### src/rtl/uart_tx_sched_pkg.sv
// Shared types and defaults for the uart_tx frame scheduler.
// Holds the FSM state encoding and the counter sizing helper.
package uart_sched_pkg;

    typedef enum logic [1:0] {
        IDLE = 2'd0,
        LOAD = 2'd1,
        SEND = 2'd2,
        GAP  = 2'd3
    } state_t;

    localparam int DEF_FRAME_BITS = 10;
    localparam int DEF_GAP_CYCLES = 8;
    localparam int MAX_REQ        = 16;

    // One counter serves both the frame and the gap phase, so it must hold the larger.
    function automatic int cnt_width(input int frame_bits, input int gap_cycles);
        int m;
        m = (frame_bits > gap_cycles) ? frame_bits : gap_cycles;
        return $clog2(m + 1);
    endfunction

endpackage

### src/rtl/uart_tx_sched_if.sv
// Client-side request bus and uart_tx-side load/enable bus of the scheduler.
// master = clients plus uart_tx model, slave = the scheduler itself.
interface uart_tx_sched_if #(
    parameter int N_REQ = 4
);
    logic [N_REQ-1:0]   req;
    logic [8*N_REQ-1:0] req_data;
    logic [N_REQ-1:0]   ack;
    logic               done;
    logic [3:0]         done_id;
    logic               busy;
    logic               ldtx;
    logic [7:0]         tx_data;
    logic               tx_en;
    logic               tx_empty;

    modport master (
        output req, req_data, tx_empty,
        input  ack, done, done_id, busy, ldtx, tx_data, tx_en
    );

    modport slave (
        input  req, req_data, tx_empty,
        output ack, done, done_id, busy, ldtx, tx_data, tx_en
    );
endinterface

### src/rtl/uart_tx_sched_rr_arbiter.sv
// Combinational round-robin pick: first set request at or above i_ptr, wrapping to 0.
// The pointer register is owned by the caller.
module rr_arbiter
    import uart_sched_pkg::*;
#(
    parameter int N_REQ = 4,
    parameter int PTR_W = (N_REQ > 1) ? $clog2(N_REQ) : 1
) (
    input  logic [N_REQ-1:0] i_req,
    input  logic [PTR_W-1:0] i_ptr,
    output logic [N_REQ-1:0] o_grant,
    output logic [PTR_W-1:0] o_idx
);

    logic w_found;
    int   w_cand;

    // NOTE: every variable written here gets a default first, otherwise a
    // path with no request would hold the old value and infer a latch.
    always_comb begin
        o_grant = '0;
        o_idx   = '0;
        w_found = 1'b0;
        w_cand  = 0;
        for (int k = 0; k < N_REQ; k++) begin
            w_cand = int'(i_ptr) + k;
            if (w_cand >= N_REQ) begin
                w_cand = w_cand - N_REQ;
            end
            if (!w_found && i_req[w_cand]) begin
                w_found         = 1'b1;
                o_grant[w_cand] = 1'b1;
                o_idx           = PTR_W'(w_cand);
            end
        end
    end

endmodule

### src/rtl/uart_tx_sched.sv
// Shares one uart_tx among N_REQ byte requesters: round-robin pick, one-cycle
// load strobe, tx_en held for the frame, then an enforced inter-frame gap.
module uart_tx_sched
    import uart_sched_pkg::*;
#(
    parameter int N_REQ      = 4,
    parameter int FRAME_BITS = DEF_FRAME_BITS,
    parameter int GAP_CYCLES = DEF_GAP_CYCLES
) (
    input  logic            txclk,
    input  logic            txreset,
    uart_tx_sched_if.slave  bus
);

    localparam int PTR_W = (N_REQ > 1) ? $clog2(N_REQ) : 1;
    localparam int CNT_W = cnt_width(FRAME_BITS, GAP_CYCLES);

    localparam logic [CNT_W-1:0] FRAME_LAST = CNT_W'(FRAME_BITS - 1);
    localparam logic [CNT_W-1:0] GAP_LAST   = CNT_W'(GAP_CYCLES - 1);
    localparam logic [PTR_W-1:0] PTR_LAST   = PTR_W'(N_REQ - 1);

    state_t           r_state;
    logic [CNT_W-1:0] r_cnt;
    logic [PTR_W-1:0] r_ptr;
    logic [PTR_W-1:0] r_cur_id;
    logic             r_ldtx;
    logic             r_tx_en;
    logic [7:0]       r_tx_data;
    logic [N_REQ-1:0] r_ack;
    logic             r_done;
    logic [3:0]       r_done_id;
    logic             r_busy;

    logic [N_REQ-1:0] w_grant;
    logic [PTR_W-1:0] w_idx;
    logic [PTR_W-1:0] w_ptr_next;
    logic [7:0]       w_sel_data;
    logic             w_any;

    rr_arbiter #(
        .N_REQ (N_REQ),
        .PTR_W (PTR_W)
    ) u_arb (
        .i_req   (bus.req),
        .i_ptr   (r_ptr),
        .o_grant (w_grant),
        .o_idx   (w_idx)
    );

    assign w_any      = |bus.req;
    assign w_ptr_next = (w_idx == PTR_LAST) ? '0 : w_idx + PTR_W'(1);

    always_comb begin
        w_sel_data = '0;
        for (int i = 0; i < N_REQ; i++) begin
            if (PTR_W'(i) == w_idx) begin
                w_sel_data = bus.req_data[8*i +: 8];
            end
        end
    end

    // NOTE: sequential state uses non-blocking assignments so every register
    // samples pre-edge values regardless of statement order.
    always_ff @(posedge txclk or posedge txreset) begin
        if (txreset) begin
            r_state   <= IDLE;
            r_cnt     <= '0;
            r_ptr     <= '0;
            r_cur_id  <= '0;
            r_ldtx    <= 1'b0;
            r_tx_en   <= 1'b0;
            r_tx_data <= '0;
            r_ack     <= '0;
            r_done    <= 1'b0;
            r_done_id <= '0;
            r_busy    <= 1'b0;
        end else begin
            case (r_state)
                IDLE: begin
                    if (w_any) begin
                        r_tx_data <= w_sel_data;
                        r_ldtx    <= 1'b1;
                        r_tx_en   <= 1'b1;
                        r_ack     <= w_grant;
                        r_cur_id  <= w_idx;
                        r_ptr     <= w_ptr_next;
                        r_busy    <= 1'b1;
                        r_state   <= LOAD;
                    end
                end
                LOAD: begin
                    r_ldtx  <= 1'b0;
                    r_ack   <= '0;
                    r_cnt   <= FRAME_LAST;
                    r_state <= SEND;
                end
                SEND: begin
                    if (r_cnt == '0) begin
                        r_tx_en   <= 1'b0;
                        r_done    <= 1'b1;
                        r_done_id <= 4'(r_cur_id);
                        r_cnt     <= GAP_LAST;
                        r_state   <= GAP;
                    end else begin
                        r_cnt <= r_cnt - CNT_W'(1);
                    end
                end
                GAP: begin
                    r_done <= 1'b0;
                    // The gap only ends once uart_tx reports its shifter idle.
                    if (r_cnt != '0) begin
                        r_cnt <= r_cnt - CNT_W'(1);
                    end else if (bus.tx_empty) begin
                        r_busy  <= 1'b0;
                        r_state <= IDLE;
                    end
                end
                default: r_state <= IDLE;
            endcase
        end
    end

    assign bus.ldtx    = r_ldtx;
    assign bus.tx_en   = r_tx_en;
    assign bus.tx_data = r_tx_data;
    assign bus.ack     = r_ack;
    assign bus.done    = r_done;
    assign bus.done_id = r_done_id;
    assign bus.busy    = r_busy;

endmodule

### src/flat_wrapper.sv
// flat-port wrapper written by rule: the top's interface ports become plain ports
module uart_tx_sched_flat import uart_sched_pkg::*;
#(
    parameter int N_REQ      = 4,
    parameter int FRAME_BITS = DEF_FRAME_BITS,
    parameter int GAP_CYCLES = DEF_GAP_CYCLES
)
  (txclk, txreset, bus_req, bus_req_data, bus_tx_empty, bus_ack, bus_done, bus_done_id, bus_busy, bus_ldtx, bus_tx_data, bus_tx_en);
  uart_tx_sched_if #(.N_REQ(N_REQ)) bus_i ();
  input  logic txclk;
  input  logic txreset;
  input wire logic [$bits(bus_i.req)-1:0] bus_req;
  input wire logic [$bits(bus_i.req_data)-1:0] bus_req_data;
  input wire logic [$bits(bus_i.tx_empty)-1:0] bus_tx_empty;
  output wire logic [$bits(bus_i.ack)-1:0] bus_ack;
  output wire logic [$bits(bus_i.done)-1:0] bus_done;
  output wire logic [$bits(bus_i.done_id)-1:0] bus_done_id;
  output wire logic [$bits(bus_i.busy)-1:0] bus_busy;
  output wire logic [$bits(bus_i.ldtx)-1:0] bus_ldtx;
  output wire logic [$bits(bus_i.tx_data)-1:0] bus_tx_data;
  output wire logic [$bits(bus_i.tx_en)-1:0] bus_tx_en;
  assign bus_i.req = bus_req;
  assign bus_i.req_data = bus_req_data;
  assign bus_i.tx_empty = bus_tx_empty;
  assign bus_ack = bus_i.ack;
  assign bus_done = bus_i.done;
  assign bus_done_id = bus_i.done_id;
  assign bus_busy = bus_i.busy;
  assign bus_ldtx = bus_i.ldtx;
  assign bus_tx_data = bus_i.tx_data;
  assign bus_tx_en = bus_i.tx_en;
  uart_tx_sched #(.N_REQ(N_REQ), .FRAME_BITS(FRAME_BITS), .GAP_CYCLES(GAP_CYCLES)) u_core (.txclk(txclk), .txreset(txreset), .bus(bus_i));
endmodule
### config.mk
export PLATFORM = sky130hd
export DESIGN_NAME = uart_tx_sched_flat
export DESIGN_NICKNAME = d
export VERILOG_FILES = /design/src/rtl/uart_tx_sched_pkg.sv /design/src/rtl/uart_tx_sched_if.sv /design/src/rtl/uart_tx_sched_rr_arbiter.sv /design/src/rtl/uart_tx_sched.sv /design/src/flat_wrapper.sv
export SDC_FILE = /design/constraint.sdc
export NUM_CORES = 1
export LEC_CHECK = 0
export ABC_AREA = 1
export ABC_CLOCK_PERIOD_IN_PS = 7600
export CORE_UTILIZATION = 51
export CTS_CLUSTER_SIZE = 24
export DETAILED_ROUTE_END_ITERATION = 16
export PLACE_DENSITY = 0.85
export SYNTH_ARGS = -nofsm -noshare
export SYNTH_HDL_FRONTEND = slang
export SYNTH_SLANG_ARGS = --single-unit
### constraint.sdc
create_clock -name txclk -period 7.6 [get_ports txclk]
set_input_delay 0.76 -clock txclk [delete_from_list [all_inputs] [get_ports txclk]]
set_output_delay 0.76 -clock txclk [all_outputs]
set_load 0.01 [all_outputs]
=== Word-level counts from Yosys, hierarchy flattened ===
Cells that the tools add are included.

* Register bits after elaboration: 28
* Latch bits: 0
* Memory bits (writable): 0
* ROM bits: 0
* Input bits: 39
* Output and inout port bits: 20
* Word-level logic and storage cells: 134
* Memories kept: 0

* $add $sub $neg: 9
* Multiply operators: 0
* Divide/modulo/power cells: 0
* $lt $le $gt $ge: 12
* Equal/unequal tests: 12
* Shift operators: 0
* Mux-type cells: 59
* Bitwise gates (word level): 3
* Reductions and logical operators: 28

{| class="wikitable"
|+ Operators with widths
! kind !! number
|-
| 32-bit by 1-bit greater-or-equal comparator with 1-bit output (second input constant) || 4
|-
| 32-bit by 4-bit < comparator with 1-bit output (second input constant) || 4
|-
| 32-bit 2-to-1 mux || 4
|-
| 8-bit 2-to-1 mux || 4
|-
| 4-bit 2-to-1 mux || 7
|-
| 1-bit 2-to-1 mux || 20
|-
| 2-bit 2-to-1 mux || 9
|-
| 4-bit OR || 3
|-
| 4-bit case mux with 3 select lines || 1
|-
| 3-bit by 3-bit subtractor with 4-bit output (second input constant) || 3
|-
| 2-bit AND reduction || 5
|-
| 3-bit greater-or-equal comparator (second input constant) || 3
|-
| 1-bit binary-select mux with 2-bit select || 4
|-
| 1-bit demux with 2-bit select || 4
|-
| 1-bit case mux with 2 select lines || 4
|-
| 2-bit case mux with 4 select lines || 1
|-
| 4-bit case mux with 2 select lines || 1
|-
| 4-bit AND reduction || 2
|-
| 2-bit nonzero test || 4
|-
| 1-bit logical AND || 7
|-
| 2-bit by 2-bit adder with 3-bit output (second input constant) || 2
|-
| 2-bit == test (second input constant) || 3
|-
| 2-bit by 1-bit != test with 1-bit output (second input constant) || 3
|-
| 2-bit == test (first input constant) || 2
|-
| 15 further kinds || 19
|}

=== Logic depth before layout (Yosys ltp) ===
* Depth after elaboration: 20
* Depth in mapped cells: 18
* Gate-level depth less buffers: 17

=== By module ===
From an unflattened synthesis, not the netlist that was laid out.

* Cell total of the unflattened synthesis: 328
* Area, all modules: 2234.6 um^2

{| class="wikitable"
|+ Modules (own cells, without submodules)
! module !! times used !! cells an instance !! area each (um^2)
|-
| uart_tx_sched || 1 || 243 || 1681.6
|-
| rr_arbiter || 1 || 85 || 553.0
|}

=== Worst setup path after synthesis ===
No wires, ideal clock.

* Path kind: reg-to-reg
* From: register u_core.r_ptr[1]
* To: register u_core.r_tx_data[3] (netlist: u_core.bus.tx_data[3])
* Setup time: 82 ps
* Arrival: 2566 ps
* Data required time: 7518 ps
* Setup slack: 4952 ps
* Cell stages (with the launch flop): 18
* Clock period less this slack: 2648 ps
* Path through: dfrtp_1 > inv_1 > ha_1 > inv_1 > nand3_1 > nand2_1 > nor2_4 > buf_6 > nand3_1 > nand3_2 > inv_1 > ha_1 > clkbuf_1 > nor2_1 > nand2_1 > nand3_1 > o21ai_0 > o22ai_1

* Longest elaborated chain between the ends: 20

{| class="wikitable"
|+ RTL lines
! what !! RTL line !! RTL
|-
| from (decl) || uart_tx_sched.sv:24 || <nowiki>logic [PTR_W-1:0] r_ptr;</nowiki>
|-
| from (signal assigned) || uart_tx_sched.sv:86 || <nowiki>r_ptr <= w_ptr_next;</nowiki>
|-
| parallel branches: the longest is 14 deep, another holds 3-bit by 3-bit subtractor with 4-bit output || -- ||
|-
| 2-bit 2-to-1 mux (*) || uart_tx_sched_rr_arbiter.sv:30 || <nowiki>if (!w_found && i_req[w_cand]) begin</nowiki>
|-
| via u_core.u_arb.o_idx[1] || uart_tx_sched_rr_arbiter.sv:12 || <nowiki>output logic [PTR_W-1:0] o_idx</nowiki>
|-
| 2-bit logical NOT || uart_tx_sched.sv:56 || <nowiki>if (PTR_W'(i) == w_idx) begin</nowiki>
|-
| 8-bit 2-to-1 mux (3 in series) || uart_tx_sched.sv:56 ||
|-
| 8-bit 2-to-1 mux (*) || uart_tx_sched.sv:56 ||
|-
| to (signal assigned) || uart_tx_sched.sv:81 || <nowiki>r_tx_data <= w_sel_data;</nowiki>
|-
| to (decl) || uart_tx_sched.sv:28 || <nowiki>logic [7:0] r_tx_data;</nowiki>
|}

Mark *: on every way through the listed nets, which the timed path passes. The select of a mux whose other input is x is not followed.
A chain may end at the register's enable or synchronous reset.

=== Worst setup path in the final report ===
* From: register u_core.r_ptr[0]
* To: register u_core.r_tx_data[7] (netlist: u_core.bus.tx_data[7])

The elaborated chain is that of the path after synthesis.

==> results.yml <==
run_status:
  status: "complete, no violations"
setup_path:
  slowest_stage: "dfrtp_1"
  crit_path_cell_trace: "inv_2 -> ha_1 -> inv_1 -> nand3_1 -> nand2_1 -> nor2_4 -> nand3_1 -> nand3_2 -> inv_1 -> ha_1 -> nor2_1 -> a22oi_1 -> o21ai_0 -> nand2_1 -> nand3_1"
  critPathCaptureType: "flip-flop"
  crit_fanout: 13
  regToRegSetupSlack_ps: 4290
  cp_top_family: "simple AND/OR/NAND/NOR gates"
  r2r_start: "u_core.r_ptr[0]"
  crit_buf_inv: 3
  cp.arrival_ps: 3520
  r2r_end: "u_core.bus.tx_data[7]"
  max_stage_delay_ps: 630
  cpMostUsedCell: "nand3_1"
  startpoint_type: "flip-flop"
  cp.required_ps: 7820
  criticalPathCategory: "flip-flop to flip-flop"
  ff2ff_path_depth: 15
sta:
  fmax_ghz: 0.3022
  finalCriticalPeriod_ps: 3309
  worst_slew_pin_slew_ps: 1054
  setup_viol: 0
  timing.final.crit_share: 0.4354
  drv_slew: 0
  fin_setup_tns_ps: 0
  finalHoldViolations: 0
  rsz0062_at_grt: "no"
  skew_ps: 2.580
  maxSlewHeadroom: 0.2965
  fin_ws_ps: 4291
worst_hold_path:
  holdPathEnd: "u_core.bus.ack[3]"
  hold_path.startpoint: "u_core.bus.ack[3]"
  hold_class: "flip-flop to flip-flop"
  worst_hold_path.num_cells: 2
detailed_routing:
  routed_via_density: 5.284
  drt_wl_total_mm: 4.618
  ant_nets: 0
  drtIter0Drc: 69
  dr_total_vias: 1971
  dr.pass1.iters: 7
  wl_per_cell_um: 12.38
  drcViolationCount: 0
floorplanning:
  core_area_sq_um: 3689
  dieHeight_um: 64.42
  ios: 59
  die_area_sq_um: 4149
  start_util: 0.5387
  die_w_um: 64.42
  placementRows: 22
yosys:
  synth_warnings: 0
  syn_avg_cell_area_sq_um: 7.278
  synth-edff-count: 0
  synth_top_cell_by_area: "dfrtp_1"
  synth-seq-cells: 28
  yosysSeqAreaShare: 0.3526
  synthMostInstantiatedCell: "nand2_1"
  synthFlopType: "dfrtp_1"
  synth_area_sq_um: 1987
  synth_cell_types: 29
  synthTopCellsByCount: "nand2_1 (75), nand3_1 (41), inv_1 (32)"
  syn_inst: 273
  yosys.area.top_type_share: 0.3526
  ys_async_sr_fraction: 1.000
  synth.top_cells.by_area: "dfrtp_1 (35%), nand2_1 (14%), nand3_1 (10%)"
placement:
  gp_congestion: 0.8760
  port_buffers: 56
  dpl_worst_slack_ps: 4160
  place_inst: 369
  post-dp-hpwl_mm: 3.504
cells_and_area:
  layout-drive-gt1-share: 0.04308
  fillers: 324
  fin_cells: 373
  antenna_cells: 0
  nNetsFinal: 379
  syn2layout_area_growth_pct: 31.99
global_route:
  grt_max_degree: 29
  antenna_found_initial: 0
  grt_use_total: 0.2430
  grt_pass1_vias: 1889
  grt-ovfl-total: 0
  grt_first_pass_wirelength_mm: 8.017
pwr:
  leakage_uw: 0.001271
  p_per_area_nw_per_um2: 451.8
  ir_drop_v: 0.0003115
clocking:
  cts_htree_levels: 1
  cts_hold_buf: 0
  clkSinkCount: 28
  cts-resized-gates: 0
  clk_root_buffer_cell: "clkbuf_8"
  clk_latency_ps: 270
  clk_pin_slew_ps: 90
  postCtsSetupRepairBufs: 0
  cts_buffers: 3
  clk_path_buf_depth: 2
  cts_tree: "built"
flow_run:
  max_cap_viol_count: 0
==> report_power, final <==
| group | switching [uW] | internal (uW) | leakage, uW |
|---|---|---|---|
| Clock | 46.8 | 70.5 | 0.0000357 |
| Sequential | 46.7 | 216 | 0.000351 |
| Combinational | 493 | 312 | 0.000884 |
==> flip-flops by register name (all words and copies together) (netlist names) <==
name	count
u_core.r_state	2
u_core.bus.busy	1
u_core.r_cur_id	2
u_core.bus.ack	4
u_core.bus.done	1
u_core.bus.ldtx	1
u_core.r_ptr	2
u_core.r_cnt	4
u_core.bus.tx_data	8
u_core.bus.done_id	2
u_core.bus.tx_en	1
==> worst reg2reg max path, stage by stage (launching register included) <==
cell and delay [ps]:
dfrtp_1 630, inv_2 190, ha_1 390, inv_1 110, nand3_1 90, nand2_1 80, nor2_4 220, nand3_1 120
nand3_2 120, inv_1 60, ha_1 290, nor2_1 430, a22oi_1 120, o21ai_0 240, nand2_1 80, nand3_1 80
==> layer usage <==
layer,track usage,share of wire,vias up
met3,0.03521,0.061,7
met5,0,0,-
li1,-,-,998
met1,0.3002,0.44,896
met2,0.4316,0.48,70
met4,0.08056,0.014,0
==> logic make-up after synthesis <==
family / Yosys count / synth area share
DFF: 28 / 0.3526
and+or+nand+nor: 137 / 0.3117
AOI/OAI and AO/OA: 49 / 0.1429
adders and majority gates: 14 / 0.08816
buffers and inverters: 42 / 0.09257
other: 1 / 0.001887
xor gates and xnor gates: 1 / 0.004409
muxes: 1 / 0.005667
==> how the worst max path moves through the flow <==
| stage | cells after the start | end | slack (ps) | from |
|---|---|---|---|---|
| final | 15 | u_core.bus.tx_data[7] | 4290 | u_core.r_ptr[0] |
| after global placement | 16 | u_core.r_ptr[0] | 4290 | bus_req[1] |
| after CTS | 15 | u_core.bus.tx_data[0] | 4310 | u_core.r_ptr[0] |
| after floorplan | 17 | u_core.bus.tx_data[3] | 4950 | u_core.r_ptr[1] |
| after global routing | 16 | u_core.bus.tx_data[0] | 3970 | u_core.r_ptr[0] |
| after detailed placement | 15 | u_core.bus.tx_data[4] | 4160 | bus_req[1] |
==> cell usage in the layout, fill, tap and decap left out <==
| cell | instances |
|---|---|
| nand2_1 | 75 |
| clkdlybuf4s50_1 | 56 |
| nand3_1 | 41 |
| inv_1 | 32 |
| dfrtp_1 | 28 |
| o21ai_0 | 23 |
| ha_1 | 14 |
| nor2_1 | 11 |
| a21oi_1 | 9 |
| a22oi_1 | 8 |
| a21boi_0 | 4 |
| clkbuf_8 | 3 |
| a31oi_1 | 2 |
| nand2_2 | 2 |
| nand3_2 | 2 |
| o21a_1 | 2 |
| conb_1 | 2 |
| nand4_1 | 1 |
| o22ai_1 | 1 |
| inv_2 | 1 |
| nand3_4 | 1 |
| nand2_4 | 1 |
| nor2_4 | 1 |
| nor2_2 | 1 |
| mux2_2 | 1 |
| nand2b_1 | 1 |
| xor2_1 | 1 |
| bufinv_16 | 1 |
==> metrics by stage <==
| step | util | area, sq um | hold slack (ps) | power [uW] |
|---|---|---|---|---|
| final | 0.7110 | 2623 | 483.8 | 1185 |
| after global routing | 0.7110 | 2623 | 499.7 | 1314 |
| after CTS | 0.7110 | 2623 | 491.3 | 1186 |
| after detailed placement | 0.6917 | 2551 | 466.7 | 1061 |
| after global placement | 0.6917 | 2551 | 463.3 | 1030 |
| after floorplan | - | 1991 | 445.0 | 850.4 |
==> final cells by class <==
| cell class | instances | area, sq um | share of cell area |
|---|---|---|---|
| Tap cell | 48 | 60.06 | 0.02290 |
| Timing Repair Buffer | 56 | 560.5 | 0.2137 |
| Sequential cell | 28 | 700.7 | 0.2672 |
| Inverter | 33 | 123.9 | 0.04723 |
| Clock buffer | 3 | 41.29 | 0.01574 |
| Multi-Input combinational cell | 204 | 1106 | 0.4218 |
| Clock inverter | 1 | 30.03 | 0.01145 |
Note: power is estimated with default switching activity, not from simulation.
